### src/rtl/i2c_master.sv
// i2c_master: single-byte I2C bus master (write one byte or read one byte).
// Each bus bit occupies one slot of four phases P0..P3, CLK_DIV clocks each.
// Ports:
//   clk, rst        - system clock, synchronous active-high reset
//   start           - one-cycle request; rw_mode/address/write_data latched with it
//   sda_in          - SDA bus level (asynchronous, synchronized internally)
//   scl_out/sda_out - open-drain style drives: 1 = release, 0 = pull low
//   busy/done       - transaction in progress / one-cycle completion pulse
//   ack_error       - slave NACKed address or data byte; held until next start
//   read_data       - byte received by the last successful read
module i2c_master #(
   parameter int unsigned CLK_DIV = 4
) (
   input  logic       clk,
   input  logic       rst,
   input  logic       start,
   input  logic       rw_mode,
   input  logic [6:0] address,
   input  logic [7:0] write_data,
   input  logic       sda_in,
   output logic       scl_out,
   output logic       sda_out,
   output logic       busy,
   output logic       done,
   output logic       ack_error,
   output logic [7:0] read_data
);

   typedef enum logic [3:0] {
      IDLE     = 4'd0,
      START    = 4'd1,
      ADDR     = 4'd2,
      ADDR_ACK = 4'd3,
      TX       = 4'd4,
      TX_ACK   = 4'd5,
      RX       = 4'd6,
      RX_NACK  = 4'd7,
      STOP     = 4'd8,
      DONE     = 4'd9
   } state_t;

   state_t      state_q, state_d;
   logic [1:0]  phase_q, phase_d;
   logic [7:0]  cnt_q, cnt_d;
   logic [2:0]  bit_q, bit_d;
   logic [7:0]  abyte_q, abyte_d;   // {address, rw_mode}; bit 0 is the read flag
   logic [7:0]  wdata_q, wdata_d;
   logic [7:0]  rx_q, rx_d;
   logic        samp_q, samp_d;     // SDA level captured in the current slot
   logic        ack_err_q, ack_err_d;
   logic [7:0]  rdata_q, rdata_d;
   logic        busy_q, busy_d;
   logic        done_q, done_d;
   logic        scl_q, scl_d;
   logic        sda_q, sda_d;
   logic        sync1_q, sync2_q;
   logic        cnt_last_s, slot_end_s, sample_s;

   // Bus line levels for a given position inside the transaction.
   function automatic logic [1:0] line_levels(input state_t st, input logic [1:0] ph,
                                              input logic [2:0] b, input logic [7:0] ab,
                                              input logic [7:0] wb);
      logic [1:0] lv;
      lv = 2'b11;
      case (st)
         IDLE, DONE:                    lv = 2'b11;
         START:                         lv = {1'b1, ~ph[1]};
         ADDR:                          lv = {ph[1], ab[b]};
         TX:                            lv = {ph[1], wb[b]};
         ADDR_ACK, TX_ACK, RX, RX_NACK: lv = {ph[1], 1'b1};
         STOP: begin
            case (ph)
               2'd0:    lv = 2'b00;
               2'd1:    lv = 2'b10;
               default: lv = 2'b11;
            endcase
         end
         default:                       lv = 2'b11;
      endcase
      return lv;
   endfunction

   assign cnt_last_s = (cnt_q == 8'(CLK_DIV - 1));
   assign slot_end_s = cnt_last_s && (phase_q == 2'd3);
   assign sample_s   = cnt_last_s && (phase_q == 2'd2);

   // Next-state, bit sequencing and output decode.
   always_comb begin
      state_d   = state_q;
      phase_d   = phase_q;
      cnt_d     = cnt_q;
      bit_d     = bit_q;
      abyte_d   = abyte_q;
      wdata_d   = wdata_q;
      rx_d      = rx_q;
      ack_err_d = ack_err_q;
      rdata_d   = rdata_q;
      busy_d    = busy_q;
      done_d    = 1'b0;
      samp_d    = sample_s ? sync2_q : samp_q;

      // Phase timing only runs while bus slots are being generated.
      if ((state_q != IDLE) && (state_q != DONE)) begin
         if (cnt_last_s) begin
            cnt_d   = 8'd0;
            phase_d = phase_q + 2'd1;
         end else begin
            cnt_d   = cnt_q + 8'd1;
         end
      end else begin
         cnt_d   = 8'd0;
         phase_d = 2'd0;
      end

      case (state_q)
         IDLE: begin
            busy_d = 1'b0;
            if (start) begin
               abyte_d   = {address, rw_mode};
               wdata_d   = write_data;
               ack_err_d = 1'b0;
               busy_d    = 1'b1;
               bit_d     = 3'd7;
               state_d   = START;
            end else begin
               state_d   = IDLE;
            end
         end
         START: begin
            if (slot_end_s) begin
               bit_d   = 3'd7;
               state_d = ADDR;
            end else begin
               state_d = START;
            end
         end
         ADDR, TX, RX: begin
            if (state_q == RX && sample_s) begin
               rx_d = {rx_q[6:0], sync2_q};
            end else begin
               rx_d = rx_q;
            end
            if (slot_end_s) begin
               if (bit_q == 3'd0) begin
                  case (state_q)
                     ADDR:    state_d = ADDR_ACK;
                     TX:      state_d = TX_ACK;
                     default: state_d = RX_NACK;
                  endcase
               end else begin
                  bit_d = bit_q - 3'd1;
               end
            end else begin
               bit_d = bit_q;
            end
         end
         ADDR_ACK: begin
            if (slot_end_s) begin
               bit_d = 3'd7;
               if (samp_q) begin
                  ack_err_d = 1'b1;
                  state_d   = STOP;
               end else if (abyte_q[0]) begin
                  state_d   = RX;
               end else begin
                  state_d   = TX;
               end
            end else begin
               state_d = ADDR_ACK;
            end
         end
         TX_ACK, RX_NACK: begin
            if (slot_end_s) begin
               // Only the write path's ninth bit is a slave acknowledge.
               if (state_q == TX_ACK && samp_q) begin
                  ack_err_d = 1'b1;
               end else begin
                  ack_err_d = ack_err_q;
               end
               state_d = STOP;
            end else begin
               state_d = state_q;
            end
         end
         STOP: begin
            if (slot_end_s) begin
               done_d  = 1'b1;
               state_d = DONE;
               if (abyte_q[0] && !ack_err_q) begin
                  rdata_d = rx_q;
               end else begin
                  rdata_d = rdata_q;
               end
            end else begin
               state_d = STOP;
            end
         end
         DONE: begin
            busy_d  = 1'b0;
            state_d = IDLE;
         end
         default: begin
            busy_d  = 1'b0;
            state_d = IDLE;
         end
      endcase

      // Lines are decoded from the next position so the registered drives line up with the state.
      {scl_d, sda_d} = line_levels(state_d, phase_d, bit_d, abyte_d, wdata_d);
   end

   // State, datapath and registered output update.
   always_ff @(posedge clk) begin
      if (rst) begin
         state_q   <= IDLE;
         phase_q   <= 2'd0;
         cnt_q     <= 8'd0;
         bit_q     <= 3'd0;
         abyte_q   <= 8'h00;
         wdata_q   <= 8'h00;
         rx_q      <= 8'h00;
         samp_q    <= 1'b1;
         ack_err_q <= 1'b0;
         rdata_q   <= 8'h00;
         busy_q    <= 1'b0;
         done_q    <= 1'b0;
         scl_q     <= 1'b1;
         sda_q     <= 1'b1;
         sync1_q   <= 1'b1;
         sync2_q   <= 1'b1;
      end else begin
         state_q   <= state_d;
         phase_q   <= phase_d;
         cnt_q     <= cnt_d;
         bit_q     <= bit_d;
         abyte_q   <= abyte_d;
         wdata_q   <= wdata_d;
         rx_q      <= rx_d;
         samp_q    <= samp_d;
         ack_err_q <= ack_err_d;
         rdata_q   <= rdata_d;
         busy_q    <= busy_d;
         done_q    <= done_d;
         scl_q     <= scl_d;
         sda_q     <= sda_d;
         sync1_q   <= sda_in;
         sync2_q   <= sync1_q;
      end
   end

   assign scl_out   = scl_q;
   assign sda_out   = sda_q;
   assign busy      = busy_q;
   assign done      = done_q;
   assign ack_error = ack_err_q;
   assign read_data = rdata_q;

endmodule

### config.mk
export PLATFORM = sky130hd
export DESIGN_NAME = i2c_master
export DESIGN_NICKNAME = d
export VERILOG_FILES = /design/src/rtl/i2c_master.sv
export SDC_FILE = /design/constraint.sdc
export NUM_CORES = 1
export LEC_CHECK = 0
export ABC_CLOCK_PERIOD_IN_PS = 6860
export BUFFER_PORTS_ARGS = -buffer_cell sky130_fd_sc_hd__buf_2
export CAP_MARGIN = 20
export CORE_UTILIZATION = 33
export DETAILED_ROUTE_END_ITERATION = 12
export PLACE_DENSITY = 0.62
export SLEW_MARGIN = 20
export SYNTH_ARGS = -nofsm -noshare
export SYNTH_HDL_FRONTEND = slang
export SYNTH_SLANG_ARGS = --single-unit
### constraint.sdc
create_clock -name clk -period 6.86 [get_ports clk]
set_input_delay 0.343 -clock clk [delete_from_list [all_inputs] [get_ports clk]]
set_output_delay 0.343 -clock clk [all_outputs]
set_load 0.02 [all_outputs]
==> results of run 1 <==
[critical path: stages, from the launching register on]
cell and delay (ns):
dfxtp_1 0.55, nor2_1 0.17, nand3_1 0.72, and2_1 0.34
nand3_1 0.21, o221a_2 0.31, a221oi_1 0.29, a211oi_1 0.08
a211o_1 0.23
[routing by layer]
layer | vias to the layer above | track usage [%] | routed length (um)
met4 | 0 | 6.85 | 84
met5 | - | 0 | 0
met3 | 8 | 2.95 | 167
met1 | 982 | 18.9 | 2810
li1 | 1116 | - | -
met2 | 31 | 20.5 | 2380
[final cells by class]
| type | count | area, um^2 |
|---|---|---|
| Inverter | 5 | 18.8 |
| Sequential cell | 57 | 1140 |
| Clock buffer | 12 | 155 |
| Multi-Input combinational cell | 225 | 1380 |
| Timing Repair Buffer | 32 | 160 |
| Tap cell | 99 | 124 |
| Fill cell | 787 | 4410 |
| Clock inverter | 4 | 51.3 |
[synth_stat cells, types with 3 or more instances]
library cell,count
and3_1,6
nand4_1,4
a31oi_1,4
nand3_1,7
nand2_1,44
nor2b_1,5
mux2i_1,19
or2_2,5
o21ai_0,6
clkbuf_1,11
xnor2_1,4
a21oi_1,23
xor2_1,5
inv_1,5
nor2_1,39
dfxtp_1,57
nor3_1,4
ha_1,5
o31ai_1,4
a211oi_1,3
[state kept, by name, indices dropped and copies added (netlist names)]
signal	flops
state_q	4
rx_q	8
sync1_q	1
sync2_q	1
busy	1
abyte_q	8
samp_q	1
wdata_q	8
phase_q	2
sda_out	1
read_data	8
scl_out	1
ack_error	1
done	1
bit_q	3
cnt_q	8
[worst paths after layout]
check	startpoint	depth (start not counted)	slack [ns]	endpoint
min	sda_in	2	0.20	sync1_q
max	state_q[2]	8	3.85	sda_out
min reg2reg	sync1_q	1	0.41	sync2_q
max reg2reg	state_q[2]	8	3.85	sda_out
[cells by family (layout without fill, tap and decap cells)]
logic type | Yosys count | count (layout) | share of synthesized area (%)
adders and majority gates | 5 | 5 | 2.41
xor gates and xnor gates | 9 | 9 | 3.03
and+or+nand+nor | 133 | 133 | 25.4
muxes | 20 | 20 | 7.75
AOI/OAI and AO/OA | 58 | 58 | 14.6
DFF | 57 | 57 | 43.9
buffers and inverters | 18 | 53 | 2.89
[cells in the final DEF, fill, tap and decap left out, types with 4 or more instances in the layout]
cell type,instances
nor3_1,4
inv_1,5
nand4_1,4
buf_2,32
xor2_1,5
clkbuf_8,11
o31ai_1,4
a31oi_1,4
nand3_1,7
o21ai_0,6
mux2i_1,19
a21oi_1,23
xnor2_1,4
and3_1,6
nor2_1,39
dfxtp_1,57
nor2b_1,5
nand2_1,44
ha_1,5
or2_2,5
[through the flow]
stage / power [mW] / setup WS (ns) / utilization, % / instance area [um^2] / hold slack [ns]
finish: 0.739 / 3.85 / 40.7 / 3030 / 0.195
global route: 0.769 / 3.50 / 40.7 / 3030 / 0.192
CTS: 0.745 / 3.85 / 40.7 / 3030 / 0.186
detailed placement: 0.423 / 3.87 / 38.0 / 2830 / 0.396
global placement: 0.422 / 3.91 / 38.0 / 2830 / 0.393
floorplan: 0.405 / 4.33 / - / 2600 / 0.389
[report_power, final]
| part | leakage, nW | switching (mW) | total [mW] | internal [mW] |
|---|---|---|---|---|
| registers | 0.464 | 0.00665 | 0.348 | 0.341 |
| logic | 0.729 | 0.0413 | 0.0680 | 0.0266 |
| clock network | 0.103 | 0.135 | 0.323 | 0.188 |
| total | 1.30 | 0.183 | 0.739 | 0.556 |
==> reports/qor.yml, run 1 <==
worst_hold_path:
  hp-class: "in -> reg"
timing:
  relSlewSlack_pct: 38.6
  hold_viol: 0
  fmax_ghz: 0.332
  rsz0062_at_grt: "no"
  finalSetupViolations: 0
  tns_ns: 0
  period_share_pct: 43.9
  fin_skew_ns: 0.00786
  tightest_slew_ns: 0.918
  post-route-min-period_ns: 3.01
  maxSlewViolCount: 0
drt:
  firstDrtPassIters: 4
  drtIter0Drc: 107
  wl_um: 5440
  viasPerCell: 4.92
  vias: 2137
  drtAntennaViolNets: 0
  drc: 0
  wl_per_cell_um: 12.5
placement:
  placedCellCount: 418
  gp_congestion: 0.914
  portBuffers: 32
  dpl.hpwl_um: 3660
yosys:
  synth_area_leaders: "dfxtp_1 44%, mux2i_1 7.3%, nand2_1 6.4%"
  synth_area_per_cell_um2: 8.66
  async_flop_share_pct: 0
  synthCells: 300
  synth.distinct_cells: 54
  synth_nets: 325
  synth-main-ff-cell: "dfxtp_1"
  synth_edf_count: 0
  yosysTopAreaCellShare_pct: 43.9
  ys_seq_elements: 57
  ys_warn_count: 0
  yosysSeqAreaShare_pct: 43.9
  yosysTopAreaCell: "dfxtp_1"
  synthesis.area_um2: 2600
worst_setup_path:
  critPathMaxFanout: 26
  critPathRequiredTime_ns: 7.08
  crit_arrival_ns: 3.23
  end_kind: "flip-flop"
  worstSetupStartpointType: "flip-flop"
  critPathKind: "reg -> reg"
finish:
  area_growth_pct: 16.7
  antenna_cells: 0
  nets: 355
  stdcell_count: 434
  final_layout_size_suffix_gt1_share_pct: 18.5
die:
  die_x_um: 90.7
  io_pins: 33
  dieArea_um2: 8230
  initial_core_util_pct: 34.9
  fp.coreArea_um2: 7450
  die_h_um: 90.7
  fp-row-count: 31
global_routing:
  grt.overflow.total: 0
  grt_use_total_pct: 13.8
  grt_pass1_wl_um: 9270
  antenna_found_initial: 0
  grt_pass1_vias: 2023
  grt_max_degree: 50
clocking:
  clk_latency_ns: 0.33
  postCtsResizedCells: 0
  post_cts_buffers: 0
  h-tree-depth: 3
  cts_tree: "yes"
  cts.sinks: 57
  clkTransAtPathRegs_ns: 0.07
  cts_inserted_buffers: 9
  clockBufferDepth: 2
  postCtsHoldBufs: 0
  cts_root_buffer: "clkbuf_8"
power:
  power_density_nw_per_um2: 244
  power_leakage_nw: 1.30
  ir_drop_uv: 166
job:
  max-cap-violations: 0
status:
  status: "completed"
No activity file was read; power rests on OpenSTA's default activity.
==> inputs of run 2 (changes only) <==
--- a/config.mk
+++ b/config.mk
@@ -5,7 +5,8 @@
 export SDC_FILE = /design/constraint.sdc
 export NUM_CORES = 1
 export LEC_CHECK = 0
-export ABC_CLOCK_PERIOD_IN_PS = 6860
+export ABC_AREA = 1
+export ABC_CLOCK_PERIOD_IN_PS = 3000
 export BUFFER_PORTS_ARGS = -buffer_cell sky130_fd_sc_hd__buf_2
 export CAP_MARGIN = 20
 export CORE_UTILIZATION = 33
==> constraint.sdc (replaced) <==
create_clock -name clk -period 3 [get_ports clk]
set_input_delay 0.15 -clock clk [delete_from_list [all_inputs] [get_ports clk]]
set_output_delay 0.15 -clock clk [all_outputs]
set_load 0.02 [all_outputs]
==> run 2 against run 1 <==
Compared with the run above:
- first-iteration DRC count increased by 2.8%
- highest routed layer unchanged
- die area increased by 17%
- area after synthesis increased by 17%
- total power increased by 140%
==> reports/qor.yml, run 2 <==
status:
  status: "completed"  # unchanged
finish:
  post-route-util_pct: 39.7  # was 40.7%
  stdcell_count: 566  # was 434
  nets: 478  # was 355
  layout_common_cells: "82 x nand2_1, 57 x dfxtp_1, 48 x nor2_1"  # was 57 x dfxtp_1, 44 x nand2_1, 39 x nor2_1
  design_area_um2: 3490  # was 3030 um^2
  area_growth_pct: 14.8  # was 16.7%
  final_common_cell: "nand2_1"  # was dfxtp_1
  antenna_cells: 0  # unchanged
  final_layout_size_suffix_gt1_share_pct: 21.2  # was 18.5%
timing:
  whs_ns: 0.0751  # was 0.195 ns
  fmax_ghz: 0.477  # was 0.332 GHz
  relSlewSlack_pct: 47.1  # was 38.6%
  period_share_pct: 69.9  # was 43.9%
  worst_slack_ns: 0.903  # was 3.85 ns
  finalSetupViolations: 0  # unchanged
  post-route-min-period_ns: 2.10  # was 3.01 ns
  fin_skew_ns: 0.0139  # was 0.00786 ns
  maxSlewViolCount: 0  # unchanged
  rsz0062_at_grt: "no"  # unchanged
  hold_viol: 0  # unchanged
  tns_ns: 0  # unchanged
  tightest_slew_ns: 0.790  # was 0.918 ns
worst_setup_path:
  worstSetupStartpointType: "flip-flop"  # unchanged
  cp_slowest_cell: "dfxtp_1"  # was nand3_1
  rr_endpoint: "sda_out"  # unchanged
  worstReg2RegStart: "cnt_q[0]"  # was state_q[2]
  end_kind: "flip-flop"  # unchanged
  critPathRequiredTime_ns: 3.23  # was 7.08 ns
  critPathMaxFanout: 7  # was 26
  crit_arrival_ns: 2.33  # was 3.23 ns
  crit_top_cell: "nand2_1"  # was nand3_1
  critical_path_buf_inv_count: 2  # was 0
  cp.depth: 16  # was 8
  path_delay_family: "simple AND/OR/NAND/NOR gates"  # unchanged
  crit_start: "cnt_q[0]"  # was state_q[2]
  critPathMaxStageDelay_ns: 0.36  # was 0.72 ns
  reg2reg_depth: 16  # was 8
  crit_end: "sda_out"  # unchanged
  reg2reg_slack_ns: 0.90  # was 3.85 ns
  critPathKind: "reg -> reg"  # unchanged
  crit_chain: "ha_1 > inv_2 > nor2_4 > nand2_2 > nor2_8 > nand3_1 > nand2_1 > o21ai_1 > nand2_1 > inv_2 > nand3_2 > nand2_1 > nand2_1 > nand3_1 > nor2_1 > nand3_1"  # was nor2_1 > nand3_1 > and2_1 > nand3_1 > o221a_2 > a221oi_1 > a211oi_1 > a211o_1
yosys:
  synth_area_per_cell_um2: 7.25  # was 8.66 um^2
  synth_commonest_cells: "82 x nand2_1, 57 x dfxtp_1, 48 x nor2_1"  # was 57 x dfxtp_1, 44 x nand2_1, 39 x nor2_1
  ys_seq_elements: 57  # unchanged
  synthCells: 420  # was 300
  ys_warn_count: 0  # unchanged
  synth-main-ff-cell: "dfxtp_1"  # unchanged
  synth_edf_count: 0  # unchanged
  synthesis.area_um2: 3040  # was 2600 um^2
  synth.distinct_cells: 39  # was 54
  yosysTopAreaCell: "dfxtp_1"  # unchanged
  yosysTopAreaCellShare_pct: 37.5  # was 43.9%
  yosysSeqAreaShare_pct: 37.5  # was 43.9%
  synth_area_leaders: "dfxtp_1 37%, nand2_1 10%, nand3_1 6.7%"  # was dfxtp_1 44%, mux2i_1 7.3%, nand2_1 6.4%
  synth_nets: 445  # was 325
  async_flop_share_pct: 0  # unchanged
  synth_most_common_cell: "nand2_1"  # was dfxtp_1
power:
  power_leakage_nw: 1.57  # was 1.30 nW
  ir_drop_uv: 284  # was 166 uV
  power.total_mw: 1.76  # was 739 uW
  power_density_nw_per_um2: 504  # was 244 nW/um^2
drt:
  vias: 2665  # was 2137
  viasPerCell: 4.71  # was 4.92
  drc: 0  # unchanged
  drtAntennaViolNets: 0  # unchanged
  firstDrtPassIters: 4  # unchanged
  wl_um: 6640  # was 5440 um
  wl_per_cell_um: 11.7  # was 12.5 um
  drtIter0Drc: 110  # was 107
placement:
  place_ws_ns: 0.941  # was 3.87 ns
  gp_congestion: 0.963  # was 0.914
  placedCellCount: 549  # was 418
  dpl.hpwl_um: 4890  # was 3660 um
  portBuffers: 32  # unchanged
  placed_area_um2: 3270  # was 2830 um^2
global_routing:
  grt_use_total_pct: 14.8  # was 13.8%
  grt_pass1_vias: 2476  # was 2023
  grt.overflow.total: 0  # unchanged
  antenna_found_initial: 0  # unchanged
  grt_pass1_wl_um: 11400  # was 9270 um
  grt_max_degree: 33  # was 50
clocking:
  clockBufferDepth: 2  # unchanged
  cts_root_buffer: "clkbuf_8"  # unchanged
  post_cts_buffers: 0  # unchanged
  cts.sinks: 57  # unchanged
  clkTransAtPathRegs_ns: 0.08  # was 0.07 ns
  h-tree-depth: 3  # unchanged
  cts_tree: "yes"  # unchanged
  postCtsResizedCells: 0  # unchanged
  cts_inserted_buffers: 9  # unchanged
  clk_latency_ns: 0.35  # was 0.33 ns
die:
  fp-row-count: 34  # was 31
  io_pins: 33  # unchanged
  initial_core_util_pct: 34.6  # was 34.9%
  fp.coreArea_um2: 8810  # was 7450 um^2
  dieArea_um2: 9610  # was 8230 um^2
  die_h_um: 98.0  # was 90.7 um
  die_x_um: 98.0  # was 90.7 um
job:
  max-cap-violations: 0  # unchanged
worst_hold_path:
  hp-class: "in -> reg"  # unchanged
-- run 2: cell families (layout without fill, tap and decap cells) --
| kind of cell | count (synthesis) | count (layout) | synth area share [%] |
|---|---|---|---|
| muxes | 7 | 7 | 2.30 |
| and+or+nand+nor | 225 | 225 | 38.1 |
| DFF | 57 | 57 | 37.5 |
| adders and majority gates | 5 | 5 | 2.06 |
| xor gates and xnor gates | 2 | 2 | 0.576 |
| buffers and inverters | 64 | 102 | 8.71 |
| AOI/OAI and AO/OA | 60 | 60 | 10.7 |
-- run 2: repair_timing --
| action | 4_1_cts | 5_1_grt |
|---|---|---|
| endpoints found under the hold margin | 1 | 0 |
| hold buffers | 1 | 0 |
| setup endpoints to repair | 0 | 0 |
-- run 2: final cells by class --
class / count / area (um^2)
Timing Repair Buffer: 33 / 170
Tap cell: 108 / 135
Sequential cell: 57 / 1140
Clock buffer: 10 / 138
Multi-Input combinational cell: 299 / 1640
Fill cell: 884 / 5310
Inverter: 53 / 199
Clock inverter: 6 / 72.6
-- run 2: power by group --
group / total (mW) / internal [mW] / leakage [nW] / switching [mW]
combinational: 0.206 / 0.0754 / 0.998 / 0.130
clock: 0.760 / 0.416 / 0.104 / 0.345
sequential: 0.793 / 0.781 / 0.464 / 0.0124
total: 1.76 / 1.27 / 1.57 / 0.487
-- run 2: worst min-delay path by stage --
stage             startpoint          to  slack (ns)  cells after the start
6_report          address[2]  abyte_q[3]        0.08                      3
3_3_place_gp          sda_in     sync1_q        0.33                      2
5_1_grt           address[3]  abyte_q[4]        0.08                      3
4_1_cts        write_data[2]  wdata_q[2]        0.07                      3
2_1_floorplan         sda_in     sync1_q        0.25                      1
3_5_place_dp          sda_in     sync1_q        0.34                      2
-- run 2: worst reg2reg max path, cell delays in order (launching register included) --
cell and delay, ns:
dfxtp_1 0.36, ha_1 0.24, inv_2 0.07, nor2_4 0.09, nand2_2 0.09, nor2_8 0.15
nand3_1 0.16, nand2_1 0.10, o21ai_1 0.06, nand2_1 0.12, inv_2 0.07, nand3_2 0.08
nand2_1 0.05, nand2_1 0.08, nand3_1 0.07, nor2_1 0.12, nand3_1 0.08
-- run 2: routing by layer --
metal	routed length [um]	vias to the layer above	global-route usage, %
met1	3330	1191	19.6
met4	112	0	7.34
met5	0	-	0
met2	2950	51	23.0
met3	257	11	3.01
li1	-	1412	-
==> inputs of run 3 (changes only) <==
--- a/config.mk
+++ b/config.mk
@@ -5,8 +5,8 @@
 export SDC_FILE = /design/constraint.sdc
 export NUM_CORES = 1
 export LEC_CHECK = 0
-export ABC_AREA = 1
-export ABC_CLOCK_PERIOD_IN_PS = 3000
+export ABC_AREA = 0
+export ABC_CLOCK_PERIOD_IN_PS = 2100
 export BUFFER_PORTS_ARGS = -buffer_cell sky130_fd_sc_hd__buf_2
 export CAP_MARGIN = 20
 export CORE_UTILIZATION = 33
==> constraint.sdc (replaced) <==
create_clock -name clk -period 2.1 [get_ports clk]
set_input_delay 0.105 -clock clk [delete_from_list [all_inputs] [get_ports clk]]
set_output_delay 0.105 -clock clk [all_outputs]
set_load 0.02 [all_outputs]
==> run 3 against run 2 <==
Compared with the run above:
- the flow now finishes with violations (setup timing)
- flip-flop and latch count unchanged
- first-iteration DRC count grew 15%
- cell count fell by 12%
- combinational power rose by 62%
- critical path depth fell by 6
- via count shrank 7.5%
- sequential share of layout area fell by 1.7 points
- sequential power is 44% higher
- global-route usage grew 2.0 points
- clock skew down 0.0079 ns
- register-to-register slack got worse by 1.2 ns
- critical path type unchanged
- largest cell class unchanged
==> reports/qor.yml, run 3 (synthesis results as in run 1) <==
worst_hold_path:
  min_from: "address[2]"  # unchanged
  hp-class: "in -> reg"  # unchanged
clocking:
  cts_inserted_buffers: 9  # unchanged
  cts_tree: "yes"  # unchanged
  clk_latency_ns: 0.34  # was 0.35 ns
  cts_root_buffer: "clkbuf_8"  # unchanged
  clockBufferDepth: 2  # unchanged
  clkTransAtPathRegs_ns: 0.06  # was 0.08 ns
  cts.sinks: 57  # unchanged
  h-tree-depth: 3  # unchanged
finish:
  stdcell_count: 498  # was 566
  nets: 419  # was 478
  area_growth_pct: 42.9  # was 14.8%
  ff_latch_area_um2: 1150  # was 1140 um^2
  design_area_um2: 3710  # was 3490 um^2
  fillerInstances: 705  # was 884
  post-route-util_pct: 49.9  # was 39.7%
  final_common_cell: "buf_4"  # was nand2_1
  layout_common_cells: "52 x buf_4, 51 x dfxtp_1, 43 x nand2_1"  # was 82 x nand2_1, 57 x dfxtp_1, 48 x nor2_1
  multiInputGateArea_um2: 1580  # was 1640 um^2
  final_layout_size_suffix_gt1_share_pct: 37.1  # was 21.2%
  antenna_cells: 0  # unchanged
power:
  swShare_pct: 26.6  # was 27.7%
  power_density_nw_per_um2: 636  # was 504 nW/um^2
  netSwitchingPower_uw: 629  # was 487 uW
  comb_power_share_pct: 14.1  # was 11.7%
  p_int_mw: 1.73  # was 1.27 mW
  sequentialPowerShare_pct: 48.2  # was 45.1%
  power_leakage_nw: 1.63  # was 1.57 nW
  ir_drop_uv: 388  # was 284 uV
  clkPwrFrac_pct: 37.7  # was 43.2%
drt:
  drc: 0  # unchanged
  drtIter0Drc: 127  # was 110
  wl_um: 6550  # was 6640 um
  drtAntennaViolNets: 0  # unchanged
  wl_per_cell_um: 13.2  # was 11.7 um
  viasPerCell: 4.95  # was 4.71
  vias: 2466  # was 2665
  firstDrtPassIters: 4  # unchanged
global_routing:
  grt_max_degree: 29  # was 33
  grt_use_total_pct: 16.8  # was 14.8%
  grt.overflow.total: 0  # unchanged
  grt_pass1_vias: 2437  # was 2476
  grt_pass1_wl_um: 11000  # was 11400 um
  antenna_found_initial: 0  # unchanged
placement:
  placed_area_um2: 3220  # was 3270 um^2
  gp_congestion: 0.893  # was 0.963
  dpl.hpwl_um: 4360  # was 4890 um
  placedCellCount: 468  # was 549
  portBuffers: 32  # unchanged
timing:
  relSlewSlack_pct: 59.1  # was 47.1%
  hold_viol: 0  # unchanged
  rsz0062_at_grt: "yes"  # was no
  tightest_slew_ns: 0.608  # was 0.790 ns
  fmax_ghz: 0.411  # was 0.477 GHz
  period_share_pct: 116  # was 69.9%
  post-route-min-period_ns: 2.43  # was 2.10 ns
  worst_slack_ns: -0.331  # was 0.903 ns
  fin_skew_ns: 0.00593  # was 0.0139 ns
  finalSetupViolations: 2  # was 0
  maxSlewViolCount: 0  # unchanged
die:
  die_h_um: 90.7  # was 98.0 um
  io_pins: 33  # unchanged
  dieArea_um2: 8230  # was 9610 um^2
  initial_core_util_pct: 34.9  # was 34.6%
  fp.coreArea_um2: 7450  # was 8810 um^2
  fp-row-count: 31  # was 34
  die_x_um: 90.7  # was 98.0 um
status:
  violations: "setup timing"
  status: "finished, violations left"  # was completed
worst_setup_path:
  critPathMaxFanout: 4  # was 7
  crit_chain: "ha_4 > and4bb_4 > nand2_4 > or4_4 > and2_4 > buf_4 > a21oi_2 > a221oi_2 > a211oi_2 > a211o_1"  # was ha_1 > inv_2 > nor2_4 > nand2_2 > nor2_8 > nand3_1 > nand2_1 > o21ai_1 > nand2_1 > inv_2 > nand3_2 > nand2_1 > nand2_1 > nand3_1 > nor2_1 > nand3_1
  critPathKind: "reg -> reg"  # unchanged
  crit_start: "phase_q[0]"  # was cnt_q[0]
  end_kind: "flip-flop"  # unchanged
  crit_arrival_ns: 2.72  # was 2.33 ns
  worstReg2RegStart: "phase_q[0]"  # was cnt_q[0]
  worstSetupStartpointType: "flip-flop"  # unchanged
  critPathMaxStageDelay_ns: 0.58  # was 0.36 ns
  critPathRequiredTime_ns: 2.39  # was 3.23 ns
  cp_slowest_cell: "or4_4"  # was dfxtp_1
job:
  max-cap-violations: 0  # unchanged
run 3: changes by cell type in the layout (fill, tap and decap cells not counted), moves of 7 or more:
| cell | before | now |
|---|---|---|
| nor2_1 | 48 | 39 |
| nand3_1 | 41 | 5 |
| o21ai_0 | 19 | 3 |
| nor2_4 | 8 | 0 |
| nand2_2 | 12 | 0 |
| a21oi_1 | 28 | 21 |
| inv_1 | 46 | 4 |
| buf_4 | 0 | 52 |
| mux2i_1 | 7 | 19 |
| nand2_1 | 82 | 43 |
| dlygate4sd3_1 | 1 | 9 |
run 3: what timing repair did:
item | in CTS | in global routing
hold buffers | 9 | 0
pin swaps | 7 | 16
setup endpoints to repair | 2 | 3
buffers inserted | 2 | 3
hold endpoints to repair | 9 | 0
gates resized for setup | 15 | 29
run 3: final timing paths:
kind,to,slack [ns],depth (start not counted)
worst max register to register,sda_out,-0.33,10
worst min register to register,sync2_q,0.41,1
worst min-delay path,abyte_q[3],0.01,3
worst max-delay path,sda_out,-0.33,10
run 3: layout make-up:
class | instances | share of cell area [%]
sequential | 57 | 30.9
timing repair buffer | 96 | 18.2
multi-input combinational | 225 | 42.4
clock buffer | 11 | 3.81
tap | 99 | 3.34
inverter | 5 | 0.505
clock inverter | 5 | 0.842
run 3: worst max-delay path: cells and delay by family (launching register included):
| kind | cells | cell delay [ns] |
|---|---|---|
| AND/OR/NAND/NOR | 4 | 1.15 |
| adder cells (fa/ha/maj) | 1 | 0.14 |
| flip-flops | 1 | 0.36 |
| buffers and inverters | 1 | 0.15 |
| AO/OA/AOI/OAI | 4 | 0.58 |
run 3: power groups by stage:
stage / sequential (mW) / combinational (mW) / clock, mW
2_1_floorplan: 1.16 / 0.163 / 0
3_3_place_gp: 1.16 / 0.280 / 0
3_5_place_dp: 1.16 / 0.282 / 0
4_1_cts: 1.14 / 0.305 / 0.915
5_1_grt: 1.14 / 0.365 / 0.973
6_report: 1.14 / 0.333 / 0.890
run 3: metrics by stage:
stage | power [mW] | TNS (ns) | hold WS [ns] | setup WS, ns
global placement | 1.44 | -0.366 | 0.291 | -0.285
global route | 2.48 | -0.662 | 0.00300 | -0.413
floorplan | 1.32 | -0.354 | 0.209 | -0.354
CTS | 2.36 | -0.386 | 0.00275 | -0.351
detailed placement | 1.44 | -0.485 | 0.292 | -0.341
finish | 2.36 | -0.482 | 0.0121 | -0.331
run 3: per-layer routing:
metal	global-route usage (%)	share of wire, %	up-vias
met5	0	0	-
met4	8.60	2.2	0
met2	27.4	48	45
met3	3.96	3.5	14
li1	-	-	1237
met1	20.6	46	1170
